[config.mk]
export PLATFORM = sky130hd
export DESIGN_NAME = matrix_blitter_flat
export DESIGN_NICKNAME = d
export VERILOG_FILES = /design/src/rtl/matrix_pkg.sv /design/src/rtl/matrix_blitter_if.sv /design/src/rtl/matrix_row_alu.sv /design/src/rtl/matrix_blitter.sv /design/src/flat_wrapper.sv
export SDC_FILE = /design/constraint.sdc
export NUM_CORES = 1
export LEC_CHECK = 0
export CORE_UTILIZATION = 35
export DETAILED_ROUTE_END_ITERATION = 10
export PLACE_DENSITY = 0.67
export REMOVE_ABC_BUFFERS = 1
export SLEW_MARGIN = 10
export SYNTH_ARGS = -nofsm -noshare
export SYNTH_HDL_FRONTEND = slang
export SYNTH_SLANG_ARGS = --single-unit
[constraint.sdc]
create_clock -name CLK -period 2.3 [get_ports CLK]
set_input_delay 0.23 -clock CLK [delete_from_list [all_inputs] [get_ports CLK]]
set_output_delay 0.23 -clock CLK [all_outputs]
set_load 0.1 [all_outputs]
[src/rtl/matrix_pkg.sv]
// Shared constants and encodings for the LED-matrix blitter.
// Also holds the sequencer states and the row-transform opcodes.
package matrix_pkg;

   localparam int ROWS      = 8;
   localparam int GREEN_LSB = 0;
   localparam int RED_LSB   = 8;

   localparam logic [2:0] LAST_ROW       = 3'(ROWS - 1);
   localparam logic [2:0] SHIFT_LAST_ROW = 3'(ROWS - 2);

   localparam logic [2:0] CMD_NOP         = 3'd0;
   localparam logic [2:0] CMD_CLEAR       = 3'd1;
   localparam logic [2:0] CMD_SET_PIXEL   = 3'd2;
   localparam logic [2:0] CMD_FILL_ROW    = 3'd3;
   localparam logic [2:0] CMD_SCROLL_LEFT = 3'd4;
   localparam logic [2:0] CMD_SHIFT_UP    = 3'd5;

   typedef enum logic [1:0] {
      ST_IDLE,
      ST_RD,
      ST_CAP,
      ST_WR
   } state_t;

   typedef enum logic [2:0] {
      ALU_PASS,
      ALU_PIXEL,
      ALU_ROWFILL,
      ALU_SCROLL,
      ALU_BLANK
   } alu_op_t;

endpackage

[src/rtl/matrix_blitter_if.sv]
// Command handshake plus frame-RAM port of the blitter.
// The slave modport is the blitter's view; master is the CPU/driver side.
interface matrix_blitter_if;

   logic [2:0]  CMD;
   logic [2:0]  CMD_X;
   logic [2:0]  CMD_Y;
   logic [1:0]  CMD_COLOR;
   logic        CMD_VALID;
   logic        CMD_READY;
   logic        DONE;
   logic [2:0]  M_ADDR;
   logic [15:0] M_DATA;
   logic        M_WREN;
   logic [15:0] M_Q;

   modport slave (
      input  CMD, CMD_X, CMD_Y, CMD_COLOR, CMD_VALID, M_Q,
      output CMD_READY, DONE, M_ADDR, M_DATA, M_WREN
   );

   modport master (
      output CMD, CMD_X, CMD_Y, CMD_COLOR, CMD_VALID, M_Q,
      input  CMD_READY, DONE, M_ADDR, M_DATA, M_WREN
   );

endinterface

[src/rtl/matrix_row_alu.sv]
// Combinational row-word transform: pixel merge, row fill, scroll, pass and blank.
// Row word is {red[7:0], green[7:0]}; bit X of each byte is column X.
module matrix_row_alu
   import matrix_pkg::*;
(
   input  alu_op_t     op,
   input  logic [15:0] word,
   input  logic [2:0]  x,
   input  logic [1:0]  color,
   input  logic        fill,
   output logic [15:0] wr_word
);

   logic [7:0] col_mask;
   logic [7:0] green_in;
   logic [7:0] red_in;

   assign col_mask = 8'd1 << x;
   assign green_in = word[GREEN_LSB +: 8];
   assign red_in   = word[RED_LSB +: 8];

   always_comb begin
      wr_word = word;
      case (op)
         ALU_PIXEL: begin
            wr_word[GREEN_LSB +: 8] = (green_in & ~col_mask) | (color[0] ? col_mask : 8'h00);
            wr_word[RED_LSB +: 8]   = (red_in & ~col_mask)   | (color[1] ? col_mask : 8'h00);
         end
         ALU_ROWFILL: begin
            wr_word[GREEN_LSB +: 8] = {8{color[0]}};
            wr_word[RED_LSB +: 8]   = {8{color[1]}};
         end
         // Column 7 falls off; fill enters at column 0 in both colours.
         ALU_SCROLL: begin
            wr_word[GREEN_LSB +: 8] = {green_in[6:0], fill};
            wr_word[RED_LSB +: 8]   = {red_in[6:0], fill};
         end
         ALU_BLANK: wr_word = {16{fill}};
         default:   wr_word = word;
      endcase
   end

endmodule

[src/rtl/matrix_blitter.sv]
// Command sequencer that turns drawing commands into row read/modify/write
// traffic on the LED-matrix frame RAM port; all outputs are registered.
module matrix_blitter
   import matrix_pkg::*;
#(
   parameter logic SHIFT_FILL = 1'b0
) (
   input  logic             CLK,
   input  logic             RST_N,
   matrix_blitter_if.slave  bus
);

   state_t      state;
   logic [2:0]  row;
   logic [2:0]  op_q;
   logic [2:0]  x_q;
   logic [2:0]  y_q;
   logic [1:0]  color_q;

   alu_op_t     alu_op;
   logic [1:0]  alu_color;
   logic [15:0] alu_word;
   logic        wr_last;

   // Command fields are plain data: captured on acceptance, never reset.
   always_ff @(posedge CLK) begin
      if (state == ST_IDLE && bus.CMD_VALID) begin
         op_q    <= bus.CMD;
         x_q     <= bus.CMD_X;
         y_q     <= bus.CMD_Y;
         color_q <= bus.CMD_COLOR;
      end
   end

   // FILL_ROW writes in the first cycle, so its colour comes straight off the bus.
   always_comb begin
      alu_op    = ALU_PASS;
      alu_color = color_q;
      if (state == ST_IDLE) begin
         alu_op    = ALU_ROWFILL;
         alu_color = bus.CMD_COLOR;
      end else begin
         case (op_q)
            CMD_SET_PIXEL:   alu_op = ALU_PIXEL;
            CMD_SCROLL_LEFT: alu_op = ALU_SCROLL;
            CMD_SHIFT_UP:    alu_op = (state == ST_WR) ? ALU_BLANK : ALU_PASS;
            default:         alu_op = ALU_PASS;
         endcase
      end
   end

   matrix_row_alu u_alu (
      .op      (alu_op),
      .word    (bus.M_Q),
      .x       (x_q),
      .color   (alu_color),
      .fill    (SHIFT_FILL),
      .wr_word (alu_word)
   );

   always_comb begin
      wr_last = 1'b1;
      case (op_q)
         CMD_CLEAR,
         CMD_SCROLL_LEFT,
         CMD_SHIFT_UP:    wr_last = (row == LAST_ROW);
         default:         wr_last = 1'b1;
      endcase
   end

   // Completion folds into IDLE: DONE pulses in the first idle cycle, with CMD_READY.
   always_ff @(posedge CLK or negedge RST_N) begin
      if (!RST_N) begin
         state         <= ST_IDLE;
         row           <= 3'd0;
         bus.M_ADDR    <= 3'd0;
         bus.M_DATA    <= 16'h0000;
         bus.M_WREN    <= 1'b0;
         bus.DONE      <= 1'b0;
         bus.CMD_READY <= 1'b1;
      end else begin
         bus.DONE   <= 1'b0;
         bus.M_WREN <= 1'b0;
         case (state)
            ST_IDLE: begin
               if (bus.CMD_VALID) begin
                  row <= 3'd0;
                  case (bus.CMD)
                     CMD_CLEAR: begin
                        state         <= ST_WR;
                        bus.M_ADDR    <= 3'd0;
                        bus.M_DATA    <= 16'h0000;
                        bus.M_WREN    <= 1'b1;
                        bus.CMD_READY <= 1'b0;
                     end
                     CMD_SET_PIXEL: begin
                        state         <= ST_RD;
                        bus.M_ADDR    <= bus.CMD_Y;
                        bus.CMD_READY <= 1'b0;
                     end
                     CMD_FILL_ROW: begin
                        state         <= ST_WR;
                        bus.M_ADDR    <= bus.CMD_Y;
                        bus.M_DATA    <= alu_word;
                        bus.M_WREN    <= 1'b1;
                        bus.CMD_READY <= 1'b0;
                     end
                     CMD_SCROLL_LEFT: begin
                        state         <= ST_RD;
                        bus.M_ADDR    <= 3'd0;
                        bus.CMD_READY <= 1'b0;
                     end
                     CMD_SHIFT_UP: begin
                        state         <= ST_RD;
                        bus.M_ADDR    <= 3'd1;
                        bus.CMD_READY <= 1'b0;
                     end
                     default: bus.DONE <= 1'b1;
                  endcase
               end
            end
            ST_RD: state <= ST_CAP;
            ST_CAP: begin
               state      <= ST_WR;
               bus.M_ADDR <= (op_q == CMD_SET_PIXEL) ? y_q : row;
               bus.M_DATA <= alu_word;
               bus.M_WREN <= 1'b1;
            end
            ST_WR: begin
               if (wr_last) begin
                  state         <= ST_IDLE;
                  bus.DONE      <= 1'b1;
                  bus.CMD_READY <= 1'b1;
               end else begin
                  row <= row + 3'd1;
                  case (op_q)
                     CMD_CLEAR: begin
                        bus.M_ADDR <= row + 3'd1;
                        bus.M_DATA <= 16'h0000;
                        bus.M_WREN <= 1'b1;
                     end
                     // After the row-6 copy, row 7 is blanked with a single write.
                     CMD_SHIFT_UP: begin
                        if (row == SHIFT_LAST_ROW) begin
                           bus.M_ADDR <= LAST_ROW;
                           bus.M_DATA <= alu_word;
                           bus.M_WREN <= 1'b1;
                        end else begin
                           state      <= ST_RD;
                           bus.M_ADDR <= row + 3'd2;
                        end
                     end
                     default: begin
                        state      <= ST_RD;
                        bus.M_ADDR <= row + 3'd1;
                     end
                  endcase
               end
            end
            default: begin
               state         <= ST_IDLE;
               bus.CMD_READY <= 1'b1;
            end
         endcase
      end
   end

endmodule

[src/flat_wrapper.sv]
// flat-port wrapper written by rule: the top's interface ports become plain ports
module matrix_blitter_flat import matrix_pkg::*;
#(
   parameter logic SHIFT_FILL = 1'b0
)
  (CLK, RST_N, bus_CMD, bus_CMD_X, bus_CMD_Y, bus_CMD_COLOR, bus_CMD_VALID, bus_M_Q, bus_CMD_READY, bus_DONE, bus_M_ADDR, bus_M_DATA, bus_M_WREN);
  matrix_blitter_if bus_i ();
  input  logic CLK;
  input  logic RST_N;
  input wire logic [$bits(bus_i.CMD)-1:0] bus_CMD;
  input wire logic [$bits(bus_i.CMD_X)-1:0] bus_CMD_X;
  input wire logic [$bits(bus_i.CMD_Y)-1:0] bus_CMD_Y;
  input wire logic [$bits(bus_i.CMD_COLOR)-1:0] bus_CMD_COLOR;
  input wire logic [$bits(bus_i.CMD_VALID)-1:0] bus_CMD_VALID;
  input wire logic [$bits(bus_i.M_Q)-1:0] bus_M_Q;
  output wire logic [$bits(bus_i.CMD_READY)-1:0] bus_CMD_READY;
  output wire logic [$bits(bus_i.DONE)-1:0] bus_DONE;
  output wire logic [$bits(bus_i.M_ADDR)-1:0] bus_M_ADDR;
  output wire logic [$bits(bus_i.M_DATA)-1:0] bus_M_DATA;
  output wire logic [$bits(bus_i.M_WREN)-1:0] bus_M_WREN;
  assign bus_i.CMD = bus_CMD;
  assign bus_i.CMD_X = bus_CMD_X;
  assign bus_i.CMD_Y = bus_CMD_Y;
  assign bus_i.CMD_COLOR = bus_CMD_COLOR;
  assign bus_i.CMD_VALID = bus_CMD_VALID;
  assign bus_i.M_Q = bus_M_Q;
  assign bus_CMD_READY = bus_i.CMD_READY;
  assign bus_DONE = bus_i.DONE;
  assign bus_M_ADDR = bus_i.M_ADDR;
  assign bus_M_DATA = bus_i.M_DATA;
  assign bus_M_WREN = bus_i.M_WREN;
  matrix_blitter #(.SHIFT_FILL(SHIFT_FILL)) u_core (.CLK(CLK), .RST_N(RST_N), .bus(bus_i));
endmodule
==> results_dict.tcl, run 1 <==
set metrics [dict create \
    outcome "completed" \
    routed_via_density 5.50 \
    leakage_nw 1.29 \
    cts_root_buf "clkbuf_8" \
    clockBufferDepth 2 \
    slew_violations 0 \
    drive_above_1_share 0.177 \
    worstPathCellList "ha_1 > ha_1 > or3_1 > a221oi_4 > nor2_1 > a31oi_1" \
    postSynthCellCount 267 \
    dominantRegCellSynth "dfrtp_1" \
    cts_tree "built" \
    worst_slew_pin_slew_ns 0.440 \
    cts_resized 0 \
    hpwl_um 4650 \
    p_sw_mw 2.46 \
    io_pins 52 \
    cts.htree.levels 2 \
    p_total_mw 4.54 \
    dieHeight_um 85.2 \
    drt-wirelength-per-cell_um 15.4 \
    stdcell_area_um2 3120 \
    synthArstFlopShare 0.711 \
    p_int_mw 2.08 \
    p_clk_frac 0.110 \
    rsz0062_at_grt "false" \
    insertion_delay_ns 0.30 \
    drc 0 \
    cts_buffers 5 \
    die_w_um 85.2 \
    ys_ff_latch 38 \
    critical_path.max_fanout 8 \
    timing.hold.ws_ns 0.308 \
    crit_type "flip-flop to flip-flop" \
    fin_worst_skew_ns 0.0128 \
    cp-start-kind "flip-flop" \
    clkTransAtPathRegs_ns 0.08 \
    slowest_stage "or3_1" \
    comb_power_share 0.648 \
    grt_usage 0.179 \
    crit_start "u_core.row[0]" \
    dr.pass1.iters 4 \
    ys_warn_count 0 \
    antenna_found_initial 0 \
    critical_path.max_stage_delay_ns 0.50 \
    cp.arrival_ns 2.31 \
    crit_top_cell "ha_1" \
    synth_edf_count 11 \
    setup_tns_ns 0 \
    start_util 0.371 \
    p_per_area_nw_per_um2 1450 \
    fmax_mhz 477 \
    totalWireLength_um 6230 \
    finalCritPeriodShare 0.912 \
    grt_pass1_wl_um 10300 \
    grt_start_max_net_pins 28 \
    p_sw_frac 0.542 \
    hold_violations 0 \
    rows 29 \
    peakVddDrop_uv 858 \
    synth_cell_types 49 \
    grt_pass1_vias 2065 \
    core_um2 6530 \
    cap_violations 0 \
    dpl_cell_area_um2 3030 \
    avgSynthCellArea_um2 9.07 \
    finalSetupViolCount 0 \
    syn2layout_area_growth_pct 29.0 \
    grt.overflow.total 0 \
    clock_sinks 38 \
    antenna_cells 0 \
    synth_area_um2 2420 \
    critPathRequiredTime_ns 2.51 \
    hold_class "primary input to asynchronous set/reset pin" \
    final_nets 363 \
    p_seq_frac 0.243 \
    drt_iter0_drc 132 \
    period_needed_ns 2.10 \
    cp-end-kind "flip-flop" \
    port-buffer-count 51 \
    worstReg2RegStart "u_core.row[0]" \
    ys_seq_area_frac 0.416 \
    ant_nets 0 \
    dieArea_um2 7260 \
    vias 2222 \
    place.gp.congestion 0.817 \
    relSlewSlack 0.706 \
]
path summary, 6_finish.rpt:
| kind | end | slack (ns) | cells after the start |
|---|---|---|---|
| max in group asynchronous | u_core.bus.CMD_READY | 1.69 | 2 |
| worst max-delay path | u_core.bus.M_ADDR[1] | 0.20 | 6 |
| worst min-delay path | u_core.bus.M_WREN | 0.31 | 2 |
| worst max register to register | u_core.bus.M_ADDR[1] | 0.20 | 6 |
| worst min register to register | u_core.bus.M_DATA[4] | 0.48 | 2 |
| min in group CLK | u_core.bus.M_DATA[4] | 0.48 | 2 |
kinds of logic (layout without fill, tap and decap cells):
family	Yosys count	in the layout	share of synthesized area
flops	38	38	0.416
compound gates	89	89	0.266
mux	6	6	0.0258
simple gates	109	109	0.220
fa+ha+maj	7	7	0.0362
buf+inv	18	78	0.0367
registers in the layout, indices dropped and copies added, names as in the netlist:
register / cells
u_core.op_q: 3
u_core.bus.CMD_READY: 1
u_core.bus.M_ADDR: 3
u_core.x_q: 3
u_core.bus.M_WREN: 1
u_core.bus.M_DATA: 16
u_core.state: 2
u_core.y_q: 3
u_core.row: 3
u_core.color_q: 2
u_core.bus.DONE: 1
cell type report:
cell class	count	area, um^2
Tap cell	77	96.3
Multi-Input combinational cell	211	1330
Timing Repair Buffer	64	578
Fill cell	631	3410
Sequential cell	38	1010
Clock buffer	6	82.6
Clock inverter	2	11.3
Inverter	6	22.5
power groups by stage:
stage | Clock, mW | Combinational (mW) | Sequential, mW
after global placement | 0 | 2.93 | 1.11
after global routing | 0.537 | 3.16 | 1.13
after floorplan | 0 | 1.16 | 2.05
after detailed placement | 0 | 2.95 | 1.12
final | 0.499 | 2.94 | 1.10
after CTS | 0.511 | 2.95 | 1.10
critical path: cells and delay by family, from the launching register on:
family / cells / cell delay (ns)
adders and majority gates: 2 / 0.46
DFF: 1 / 0.43
and+or+nand+nor: 2 / 0.57
AOI/OAI and AO/OA: 2 / 0.57
cells in the mapped netlist (3+ instances only):
cell,n,area share
a211oi_1,28,0.087
a21oi_1,14,0.029
a31oi_1,5,0.013
and3b_1,3,0.011
buf_2,5,0.010
clkbuf_1,5,0.0077
dfrtp_1,26,0.27
edfxtp_1,11,0.14
ha_1,7,0.036
inv_1,5,0.0077
mux2i_1,4,0.017
nand2_1,37,0.057
nand2b_1,3,0.0077
nand3_1,5,0.010
nand3b_1,3,0.0093
nor2_1,36,0.056
nor3_1,3,0.0062
nor3b_1,3,0.0093
o21ai_0,11,0.023
o31ai_1,14,0.043
or3_1,3,0.0077
metrics by stage:
step                      worst slack, ns  instances   util
after floorplan                    0.0400        255      -
after global placement              0.239        396  0.464
after detailed placement            0.210        396  0.464
after CTS                           0.195        404  0.478
after global routing              0.00187        404  0.478
final                               0.202        404  0.478
layout by cell type, fill, tap and decap left out, types with 4 or more instances in the layout:
| master | n |
|---|---|
| dfrtp_1 | 26 |
| mux2i_1 | 4 |
| clkbuf_8 | 6 |
| nand3_1 | 5 |
| inv_1 | 5 |
| nand2_1 | 37 |
| edfxtp_1 | 11 |
| o31ai_1 | 14 |
| nor2_1 | 36 |
| a21oi_1 | 14 |
| a211oi_1 | 28 |
| ha_1 | 7 |
| a31oi_1 | 5 |
| clkdlybuf4s50_1 | 29 |
| o21ai_0 | 11 |
| buf_4 | 33 |
what timing repair did:
item / 4_1_cts / 5_1_grt
hold endpoints to repair: 0 / 0
hold buffers: 0 / 0
buffers inserted: 0 / 0
setup endpoints to repair: 0 / 1
routing by layer:
metal | GRT usage | part of all wire
met1 | 0.255 | 0.50
met2 | 0.276 | 0.45
met3 | 0.0331 | 0.041
met4 | 0.0508 | 0.0087
met5 | 0 | 0
No activity file was read; power rests on OpenSTA's default activity.
==> inputs of run 2 (changes only) <==
Settings changed: CTS_CLUSTER_DIAMETER from default to 30, PLACE_DENSITY 0.67 to default.
==> run 2 against run 1 <==
Sequential share of layout area about the same. Clock skew decreased by 0.0048 ns. Utilization shrank 0.057 points. Via count grew 0.86%. Die area unchanged. Flip-flop and latch count is the same. Critical path type unchanged.
==> results_dict.tcl, run 2 (synthesis gave the netlist of run 1 again) <==
set metrics [dict create \
    drc 0 \
    stdcell_area_um2 3120 \
    dpl_cell_area_um2 3010 \
    hold_buffers 0 \
    nFillCells 667 \
    met3_length_um 392 \
    antenna_cells 0 \
    finalCritPeriodShare 0.960 \
    dp_slack_ns 0.143 \
    mostFrequentLayoutCells "nand2_1, buf_4, nor2_1, clkdlybuf4s50_1, a211oi_1" \
    outcome "completed" \
    hold_class "primary input to asynchronous set/reset pin" \
    antenna_found_initial 0 \
    period_needed_ns 2.21 \
    grt.overflow.total 0 \
    cts_root_buf "clkbuf_8" \
    final_util 0.478 \
    layoutNonFillerInstCount 406 \
    p_per_area_nw_per_um2 1450 \
    totalWireLength_um 6370 \
    vias 2241 \
    cts_setup_buffers 0 \
    insertion_delay_ns 0.29 \
    rsz0062_at_grt "false" \
    ant_nets 0 \
    cts.htree.levels 2 \
    grt_usage 0.192 \
    finalSetupViolCount 0 \
    dieHeight_um 85.2 \
    dr.pass1.iters 4 \
    dr_wl_met2_um 2800 \
    cts_resized 0 \
    grt_pass1_wl_um 10800 \
    clock_sinks 38 \
    grt_start_max_net_pins 28 \
    grt_pass1_vias 2073 \
    critical_path.max_fanout 8 \
    clkTransAtPathRegs_ns 0.08 \
    hpwl_um 4630 \
    timing.hold.ws_ns 0.316 \
    cts_buffers 5 \
    die_w_um 85.2 \
    fin_worst_skew_ns 0.00797 \
    start_util 0.371 \
    cp-end-kind "flip-flop" \
    drt_iter0_drc 143 \
    crit_type "flip-flop to flip-flop" \
    routed_via_density 5.52 \
    drt-wirelength-per-cell_um 15.7 \
    rows 29 \
    io_pins 52 \
    relSlewSlack 0.467 \
    clockBufferDepth 2 \
    port-buffer-count 51 \
    top_register "u_core.bus.M_DATA" \
    place.gp.congestion 0.856 \
    peakVddDrop_uv 634 \
    final_nets 365 \
    hold_violations 0 \
    worst_slew_pin_slew_ns 0.796 \
    largest_reg_flops 16 \
    cp-start-kind "flip-flop" \
    drive_above_1_share 0.179 \
    fmax_mhz 453 \
    critPathRequiredTime_ns 2.51 \
    setup_tns_ns 0 \
    place_inst 396 \
    fin_ws_ns 0.0924 \
    slew_violations 0 \
    dieArea_um2 7260 \
    syn2layout_area_growth_pct 28.8 \
    core_um2 6530 \
    cap_violations 0 \
    cp.arrival_ns 2.42 \
    cts_tree "built" \
    m1WireLength_um 3080 \
    p_total_mw 4.53 \
    top_layer "met4" \
    leakage_nw 1.29 \
]
==> run 2: changes by cell type in the layout (fill, tap and decap cells not counted) <==
cell and delta:
inv_4 -1, buf_4 +4, clkbuf_1 +1, buf_12 -2, nor4b_2 -1, nor4b_4 +1
==> run 2: worst paths after layout <==
| kind | slack (ns) | to | cells after the start | startpoint |
|---|---|---|---|---|
| max reg2reg | 0.09 | u_core.bus.M_ADDR[1] | 6 | u_core.row[0] |
| min | 0.32 | u_core.bus.DONE | 2 | RST_N |
| min reg2reg | 0.48 | u_core.bus.M_DATA[7] | 2 | u_core.bus.M_DATA[7] |
| max | 0.09 | u_core.bus.M_ADDR[1] | 6 | u_core.row[0] |
| max in group asynchronous | 1.67 | u_core.bus.CMD_READY | 2 | RST_N |
| min in group CLK | 0.48 | u_core.bus.M_DATA[7] | 2 | u_core.bus.M_DATA[7] |
==> run 2: area by class of cell <==
class | count | area [um^2] | area share
multi-input combinational | 211 | 1340 | 0.428
sequential | 38 | 1010 | 0.323
timing repair buffer | 66 | 568 | 0.182
tap | 77 | 96.3 | 0.0309
clock buffer | 7 | 86.3 | 0.0277
inverter | 6 | 22.5 | 0.00722
clock inverter | 1 | 5.00 | 0.00160
==> run 2: worst max-delay path, cell delays in order (launching register included) <==
cell,delay (ns)
dfrtp_1,0.44
ha_1,0.22
ha_1,0.23
or3_1,0.51
a221oi_4,0.49
nor2_1,0.09
a31oi_1,0.14
==> run 2: power breakdown <==
group / internal, mW / leakage [nW] / switching [mW]
clock: 0.242 / 0.0482 / 0.243
combinational: 0.898 / 0.796 / 2.06
sequential: 0.932 / 0.450 / 0.156
==> run 2: routing by layer <==
layer	up-vias	track usage
met2	70	0.284
met1	1054	0.282
li1	1110	-
met5	-	0
met3	7	0.0389
met4	0	0.0570
==> inputs of run 3 (changes only) <==
Settings changed: CORE_MARGIN from default to 5.
==> run 3 against run 2 <==
Sequential share of layout area is 0.21 points higher. Fmax is 4.0% higher. Total power is 1.6% lower. Clock power is 7.4% lower. Register-to-register slack better by 0.08 ns. Final cell count is 0.49% higher. Critical path type unchanged. Highest routed layer unchanged.
==> results_dict.tcl, run 3 (synthesis gave the netlist of run 1 again) <==
set metrics [dict create \
    clock_sinks 38 \
    fin_worst_skew_ns 0.00467 \
    fmax_mhz 471 \
    cts_tree "built" \
    antenna_cells 0 \
    grt_pass1_vias 2156 \
    met2_usage 0.235 \
    hold_class "primary input to asynchronous set/reset pin" \
    leakage_nw 1.28 \
    cts_root_buf "clkbuf_8" \
    timing.hold.ws_ns 0.318 \
    layoutNonFillerInstCount 408 \
    mostFrequentLayoutCells "nand2_1, nor2_1, buf_4, clkdlybuf4s50_1, a211oi_1" \
    grt_start_max_net_pins 28 \
    vias 2184 \
    p_per_area_nw_per_um2 1440 \
    hpwl_um 4740 \
    syn2layout_area_growth_pct 28.0 \
    top_usage_layer "met2" \
    worst_slew_pin_slew_ns 0.466 \
    nFillCells 683 \
    grt_usage 0.155 \
    antenna_found_initial 0 \
    place_inst 400 \
    peakVddDrop_uv 694 \
    crit_type "flip-flop to flip-flop" \
    use_met3 0.0338 \
    start_util 0.359 \
    grt.overflow.total 0 \
    cts_buffers 5 \
    outcome "completed" \
    cts.htree.levels 2 \
    layout_commonest_cell "nand2_1" \
    final_nets 364 \
    dr.pass1.iters 4 \
    cap_violations 0 \
    port-buffer-count 51 \
    register_area_um2 1010 \
    dieHeight_um 93.2 \
    drt_iter0_drc 124 \
    cts_resized 0 \
    hold_violations 0 \
    final_util 0.459 \
    period_needed_ns 2.12 \
    cp.arrival_ns 2.34 \
    critical_path.max_fanout 8 \
    cp-start-kind "flip-flop" \
    met1_usage 0.221 \
    hold_buffers 0 \
    clkTransAtPathRegs_ns 0.08 \
    clockBufferDepth 2 \
    dieArea_um2 8680 \
    drc 0 \
    routed_via_density 5.35 \
    rsz0062_at_grt "false" \
    relSlewSlack 0.689 \
    place.gp.congestion 0.875 \
    largest_reg_flops 16 \
    core_um2 6760 \
    totalWireLength_um 6280 \
    finalSetupViolCount 0 \
    cts_setup_buffers 0 \
    drt-wirelength-per-cell_um 15.4 \
    top_register "u_core.bus.M_DATA" \
    slew_violations 0 \
    finalCritPeriodShare 0.923 \
    insertion_delay_ns 0.29 \
    io_pins 52 \
    drive_above_1_share 0.177 \
    reg2reg_slack_ns 0.18 \
    multi_input_area_um2 1330 \
    ant_nets 0 \
    grt_pass1_wl_um 10800 \
    setup_tns_ns 0 \
    rows 30 \
    p_total_mw 4.45 \
    die_w_um 93.2 \
    cp-end-kind "flip-flop" \
    critPathRequiredTime_ns 2.51 \
]
-- run 3: cell types whose count changed in the layout (fill, tap and decap cells not counted), sizes merged --
cell    previous run  this run
clkinv             2         3
clkbuf             7         6
buf               37        36
-- run 3: path summary, 6_finish.rpt --
path,startpoint,to,cells past startpoint
max,u_core.row[0],u_core.bus.M_ADDR[1],6
min,RST_N,u_core.bus.M_WREN,2
max reg2reg,u_core.row[0],u_core.bus.M_ADDR[1],6
min reg2reg,u_core.bus.M_DATA[3],u_core.bus.M_DATA[3],2
max in group asynchronous,RST_N,u_core.bus.CMD_READY,2
min in group CLK,u_core.bus.M_DATA[3],u_core.bus.M_DATA[3],2
-- run 3: critical path, cell delays in order, from the launching register on --
cell and delay, ns:
dfrtp_1 0.42, ha_1 0.22, ha_1 0.23, or3_1 0.51, a221oi_4 0.45, nor2_1 0.07
a31oi_1 0.14
-- run 3: cell type report --
cell class                 count  share of cell area
timing repair buffer          65               0.181
sequential                    38               0.325
clock buffer                   6              0.0234
multi-input combinational    211               0.429
tap                           80              0.0323
inverter                       6             0.00726
clock inverter                 2             0.00282
-- run 3: routing by layer --
metal	vias up	wire (um)	share of wire
met5	-	0	0
met4	0	74	0.012
met3	7	309	0.049
met2	45	2670	0.43
met1	1016	3220	0.51
li1	1116	-	-
-- run 3: power by group --
group,internal [mW],switching (mW)
combinational,0.887,2.03
sequential,0.933,0.161
clock,0.209,0.240
-- run 3: through the flow --
step,setup WS [ns],area (um^2)
4_1_cts,0.183,3100
5_1_grt,0.0862,3100
2_1_floorplan,0.0400,2360
6_report,0.177,3100
3_5_place_dp,0.211,3020
3_3_place_gp,0.287,3020
